--- src/rtl/button_conditioner_pkg.sv ---
// Shared state encoding and sizing helper for the push-button conditioner.
package button_conditioner_pkg;

  typedef enum logic [1:0] {
    IDLE         = 2'd0,
    PRESS_WAIT   = 2'd1,
    HELD         = 2'd2,
    RELEASE_WAIT = 2'd3
  } btn_state_t;

  // Counter width for a terminal count of n cycles; never narrower than 1 bit.
  function automatic int unsigned cnt_width(input int unsigned n);
    return (n > 1) ? $clog2(n) : 1;
  endfunction

endpackage

--- src/rtl/button_conditioner_sync.sv ---
// Two-flop synchroniser for asynchronous single-bit inputs, reset to 0.
module sync_2ff (
  input  logic clk,
  input  logic rst_n,
  input  logic d,
  output logic q
);

  logic s1;

  always_ff @(posedge clk or negedge rst_n) begin
    if (!rst_n) begin
      s1 <= 1'b0;
      q  <= 1'b0;
    end else begin
      s1 <= d;
      q  <= s1;
    end
  end

endmodule

--- src/rtl/button_conditioner.sv ---
// Debounces one raw push-button and emits a clean level plus one-cycle
// press, release and long-press pulses, all registered.
module button_conditioner
  import button_conditioner_pkg::*;
#(
  parameter int unsigned DB_CYCLES   = 100000,
  parameter int unsigned LONG_CYCLES = 100000000
) (
  input  logic clk,
  input  logic rst_n,
  input  logic btn_in,
  output logic btn_level,
  output logic press_pulse,
  output logic release_pulse,
  output logic long_pulse
);

  localparam int unsigned DB_W   = cnt_width(DB_CYCLES);
  localparam int unsigned LONG_W = cnt_width(LONG_CYCLES);
  localparam logic [DB_W-1:0]   DB_LAST   = DB_W'(DB_CYCLES - 1);
  localparam logic [LONG_W-1:0] LONG_LAST = LONG_W'(LONG_CYCLES - 1);

  logic              btn_sync;
  btn_state_t        state, state_d;
  logic [DB_W-1:0]   db_cnt, db_cnt_d;
  logic [LONG_W-1:0] long_cnt, long_cnt_d;
  logic              long_fired, long_fired_d;
  logic              level_d, press_d, release_d, long_d;

  sync_2ff u_sync (
    .clk   (clk),
    .rst_n (rst_n),
    .d     (btn_in),
    .q     (btn_sync)
  );

  always_ff @(posedge clk or negedge rst_n) begin
    if (!rst_n) begin
      state         <= IDLE;
      db_cnt        <= '0;
      long_cnt      <= '0;
      long_fired    <= 1'b0;
      btn_level     <= 1'b0;
      press_pulse   <= 1'b0;
      release_pulse <= 1'b0;
      long_pulse    <= 1'b0;
    end else begin
      state         <= state_d;
      db_cnt        <= db_cnt_d;
      long_cnt      <= long_cnt_d;
      long_fired    <= long_fired_d;
      btn_level     <= level_d;
      press_pulse   <= press_d;
      release_pulse <= release_d;
      long_pulse    <= long_d;
    end
  end

  always_comb begin
    state_d      = state;
    db_cnt_d     = db_cnt;
    long_cnt_d   = long_cnt;
    long_fired_d = long_fired;
    press_d      = 1'b0;
    release_d    = 1'b0;
    long_d       = 1'b0;

    case (state)
      IDLE: begin
        if (btn_sync) begin
          state_d  = PRESS_WAIT;
          db_cnt_d = '0;
        end
      end
      PRESS_WAIT: begin
        if (!btn_sync) begin
          state_d = IDLE;
        end else if (db_cnt == DB_LAST) begin
          state_d      = HELD;
          press_d      = 1'b1;
          long_cnt_d   = '0;
          long_fired_d = 1'b0;
        end else begin
          db_cnt_d = db_cnt + DB_W'(1);
        end
      end
      HELD: begin
        // A release wins over a long-press terminal on the same edge.
        if (!btn_sync) begin
          state_d  = RELEASE_WAIT;
          db_cnt_d = '0;
        end else if (!long_fired && long_cnt == LONG_LAST) begin
          long_d       = 1'b1;
          long_fired_d = 1'b1;
        end else if (!long_fired) begin
          long_cnt_d = long_cnt + LONG_W'(1);
        end
      end
      RELEASE_WAIT: begin
        // long_cnt is left frozen so a release bounce does not restart long timing.
        if (btn_sync) begin
          state_d  = HELD;
          db_cnt_d = '0;
        end else if (db_cnt == DB_LAST) begin
          state_d   = IDLE;
          release_d = 1'b1;
        end else begin
          db_cnt_d = db_cnt + DB_W'(1);
        end
      end
    endcase

    level_d = (state_d == HELD) || (state_d == RELEASE_WAIT);
  end

endmodule

--- config.mk ---
export PLATFORM = sky130hd
export DESIGN_NAME = button_conditioner
export DESIGN_NICKNAME = d
export VERILOG_FILES = /design/src/rtl/button_conditioner_pkg.sv /design/src/rtl/button_conditioner_sync.sv /design/src/rtl/button_conditioner.sv
export SDC_FILE = /design/constraint.sdc
export NUM_CORES = 1
export LEC_CHECK = 0
export CAP_MARGIN = 20
export CORE_MARGIN = 3
export CORE_UTILIZATION = 59
export CTS_CLUSTER_DIAMETER = 120
export DETAILED_ROUTE_END_ITERATION = 8
export PLACE_DENSITY = 0.83
export SYNTH_ARGS = -nofsm -noshare
export SYNTH_HDL_FRONTEND = slang
export SYNTH_SLANG_ARGS = --single-unit
--- constraint.sdc ---
create_clock -name clk -period 3.9 [get_ports clk]
set_input_delay 0.78 -clock clk [delete_from_list [all_inputs] [get_ports clk]]
set_output_delay 0.78 -clock clk [all_outputs]
set_load 0.005 [all_outputs]
==> impl_results.rst <==
.. list-table::
   :header-rows: 1

   * - Metric
     - Value
   * - Outcome
     - completed
   * - Synthesized area per cell
     - ~9.1 sq um
   * - Type of element capturing the critical path
     - flip-flop
   * - Wirelength, routed
     - ~5300 um
   * - Overall die area
     - 0.00546 sq mm
   * - Path class of the lowest-slack min-delay path
     - reg -> reg
   * - Cell Rows
     - 24
   * - Post-synthesis instance total
     - around 300
   * - Portion of total power attributed to combinational logic
     - 3.4%
   * - Drt drc
     - 0
   * - Clock group share of total power
     - 35.9%
   * - Final critical-path share of the clock period
     - roughly three fifths
   * - Number of antenna violations at the first check in global routing
     - 0
   * - Cell Chain, Critical Path
     - nand4bb_1 > nor2_1 > nand3_1 > nor4b_2 > xnor2_1 > nor2_1
   * - H-tree levels
     - 2
   * - Number of register bits inferred by synthesis
     - 53
   * - Final count of negative-setup-slack endpoints
     - 0
   * - Top-level I/O count
     - 7
   * - Total clock sinks
     - 53
   * - Clock slew at reported path FFs
     - roughly 0.09 ns
   * - First-pass GRT wire length
     - approximately 9200 um
   * - Post-cts hold buffer count
     - 0
   * - Clock tree skew after final layout
     - between 0.007 and 0.008 ns
   * - Fraction of power consumed by sequential logic
     - between 60% and 70%
   * - Per-cell routed wire length
     - approximately 15 um
   * - Overall overflow remaining after global route
     - 0
   * - Max Clock Freq
     - 0.431 GHz
   * - Count of buffers added by post-CTS timing repair for setup
     - 0
   * - Post-synthesis instance area
     - roughly 0.0027 sq mm
   * - Area growth syn-to-layout
     - 6.67%
   * - CTS root buffer
     - sky130_fd_sc_hd__clkbuf_8
   * - Class of the most critical setup path
     - reg -> reg
   * - Buffers and inverters on the worst path
     - 0
   * - Fraction of synthesized cell area taken by the top area cell type
     - about half
   * - Max stage delay cell, worst path
     - sky130_fd_sc_hd__dfrtp_1
   * - Leading post-synthesis cells by instance count
     - sky130_fd_sc_hd__dfrtp_1 (53), sky130_fd_sc_hd__nand2_1 (40), sky130_fd_sc_hd__nor2_1 (39)
   * - DR vias
     - 2112
   * - Net switching power figure
     - between 0.00015 and 0.0002 W
   * - Pwr dens
     - ~320 mW/mm^2
   * - Final-layout fill cell count
     - about 360
   * - Number of violations of the max-capacitance limit
     - 0
   * - Hold violation count in the final report
     - 0
   * - Largest fanout on the critical path
     - 12
   * - Fraction of the yosys area taken by sequential cells
     - around half
   * - Overall die width
     - 73.9 um
   * - DP Cell Count
     - 349
   * - Pin count of the biggest net entering global routing
     - 31
   * - Crit-path max cell delay
     - ~0.56 ns
   * - Antenna Cells
     - 0
   * - Actual transition at the worst max-transition pin
     - 0.793 ns
   * - Max Slew Vio Count
     - 0
   * - Startpoint type of the worst setup path
     - flip-flop
   * - Source-to-sink clock delay at the later pin of the worst-skew pair
     - 0.30 ns
   * - Most instantiated library cell after synthesis
     - sky130_fd_sc_hd__dfrtp_1
   * - Worst path setup slack after routing
     - ~1.6 ns
   * - Share of async-settable or async-resettable flops after synthesis
     - 100%
   * - Fraction of layout instances using a drive strength above 1
     - under 10%
   * - Data required time at the worst endpoint
     - 4.08 ns
   * - Sequential cell area
     - 0.00133 sq mm
   * - Number of nets at the end of the flow
     - a little over 300
   * - Initial standard-cell utilization of the core
     - between 60 and 70%
   * - Crit path time final
     - 2.32 ns
   * - Pre-CTS setup slack
     - approximately 1.6 ns
   * - Post-Layout Cell Count
     - 357
   * - Dominant cell type by area after synthesis
     - sky130_fd_sc_hd__dfrtp_1
   * - Number of warnings issued by yosys
     - 0
   * - Synth Flop Type
     - sky130_fd_sc_hd__dfrtp_1
   * - Area taken by multi-input logic gates
     - 0.00131 sq mm
   * - Post_cts resized
     - 0
   * - Average vias per placed instance
     - 5.92
   * - Hold Slack
     - 0.362 ns
   * - Global routing usage summed across all routing layers
     - a little over a fifth
   * - TritonCTS clock tree
     - done
   * - Relative slew slack
     - 46.9%
   * - Count of flip-flops with a built-in enable after synthesis
     - 0
   * - Final Wtd Congestion
     - 0.864
   * - DP HPWL
     - approximately 3600 um
   * - Buffer levels on the longest clock path
     - 2
   * - Total clock buffers created by CTS
     - 5
   * - Synthesized Nets
     - 304
   * - Final ANT Viol Nets
     - 0
   * - Floorplan core area
     - about 0.0044 sq mm
   * - Setup TNS
     - 0 ns
   * - Number of buffers inserted by port buffering
     - 6
   * - Unrepaired setup endpoints after global routing
     - false
   * - Design internal power
     - ~0.00072 W
   * - Most frequent cell on the critical path
     - sky130_fd_sc_hd__nor2_1
   * - Iter 0 DRT Violations
     - ~160
   * - Leakage power of the design
     - around 1.2 nW
   * - Vias in the first global route
     - ~2000
   * - First-pass iteration count of the detailed router
     - 4
   * - Yosys cell types
     - 43
   * - Data arrival time at the worst-slack endpoint
     - roughly 2.5 ns
   * - Dominant cells by area after synthesis
     - sky130_fd_sc_hd__dfrtp_1 (49%), sky130_fd_sc_hd__nand2_1 (5.5%), sky130_fd_sc_hd__nor2_1 (5.4%), sky130_fd_sc_hd__xnor2_1 (5.2%), sky130_fd_sc_hd__o21ai_0 (4.6%)
   * - Switching share of power
     - 21.7%
   * - IR drop worst, VDD
     - 0.218 mV
   * - Die Ht
     - ~74 um
   * - Largest delay share family, worst path
     - simple AND/OR/NAND/NOR gates
-- final timing paths --
check / start / end / slack (ns) / cells after the start
min in group asynchronous: rst_n / long_cnt[8] / 0.51 / 1
max: state[1] / long_cnt[19] / 1.58 / 6
max in group asynchronous: rst_n / db_cnt[0] / 2.61 / 2
min: u_sync.s1 / u_sync.q / 0.36 / 0
min reg2reg: u_sync.s1 / u_sync.q / 0.36 / 0
max reg2reg: state[1] / long_cnt[19] / 1.58 / 6
-- flip-flops by register name (all words and copies together), names as in the netlist --
register / count
press_pulse: 1
u_sync.q: 1
btn_level: 1
long_cnt: 27
long_fired: 1
release_pulse: 1
u_sync.s1: 1
long_pulse: 1
state: 2
db_cnt: 17
-- metal layers --
metal	track usage (%)	vias to the layer above	wire (um)
met1	32.0	1014	2660
li1	-	1049	-
met2	32.3	40	2380
met4	6.04	0	59
met3	3.97	9	171
met5	0	-	0
-- cell type report --
class | instances | area share (%)
clock buffer | 7 | 3.32
multi-input combinational | 229 | 45.2
clock inverter | 1 | 0.172
inverter | 7 | 0.906
sequential | 53 | 45.7
tap | 52 | 2.24
timing repair buffer | 8 | 2.41
-- placed cells by master, fill, tap and decap left out, drive strengths merged, types with 3 or more instances in the layout --
cell / instances
o21ai: 26
nor2: 39
clkdlybuf4s50: 5
nand2: 40
nand3: 18
or3: 7
nand4: 10
and2: 3
nor3: 18
buf: 3
inv: 7
clkbuf: 7
and3: 3
nor4: 3
nand4bb: 3
xnor2: 16
or2: 4
xor2: 8
dfrtp: 53
a21oi: 9
-- through the flow --
step / utilization [%] / power (W) / cell area, sq um
after detailed placement: 63.4 / 0.000602 / 2800
final: 65.7 / 0.000922 / 2900
after global routing: 65.7 / 0.000958 / 2900
after floorplan: - / 0.000584 / 2720
after global placement: 63.4 / 0.000601 / 2800
after CTS: 65.7 / 0.000928 / 2900
-- kinds of logic (layout without fill, tap and decap cells) --
group	Yosys count	in the layout	share of synthesized area, %
AND/OR/NAND/NOR	157	157	29.8
AO/OA/AOI/OAI	44	44	9.02
XOR/XNOR	24	24	7.73
multiplexers	2	2	0.828
flip-flops	53	53	48.8
buffers and inverters	17	23	2.99
adder cells (fa/ha/maj)	2	2	0.920
-- worst reg2reg max path, cell delays in order, from the launching register on --
cell	delay [ns]
sky130_fd_sc_hd__dfrtp_1	0.56
sky130_fd_sc_hd__nand4bb_1	0.35
sky130_fd_sc_hd__nor2_1	0.49
sky130_fd_sc_hd__nand3_1	0.27
sky130_fd_sc_hd__nor4b_2	0.33
sky130_fd_sc_hd__xnor2_1	0.15
sky130_fd_sc_hd__nor2_1	0.05
-- power groups by stage --
stage / combinational [W] / sequential [W] / clock, W
6_report: 0.0000314 / 0.000559 / 0.000331
2_1_floorplan: 0.0000162 / 0.000568 / 0
5_1_grt: 0.0000361 / 0.000560 / 0.000362
3_3_place_gp: 0.0000311 / 0.000570 / 0
3_5_place_dp: 0.0000322 / 0.000570 / 0
4_1_cts: 0.0000323 / 0.000559 / 0.000337
Note: power is estimated with default switching activity, not from simulation.
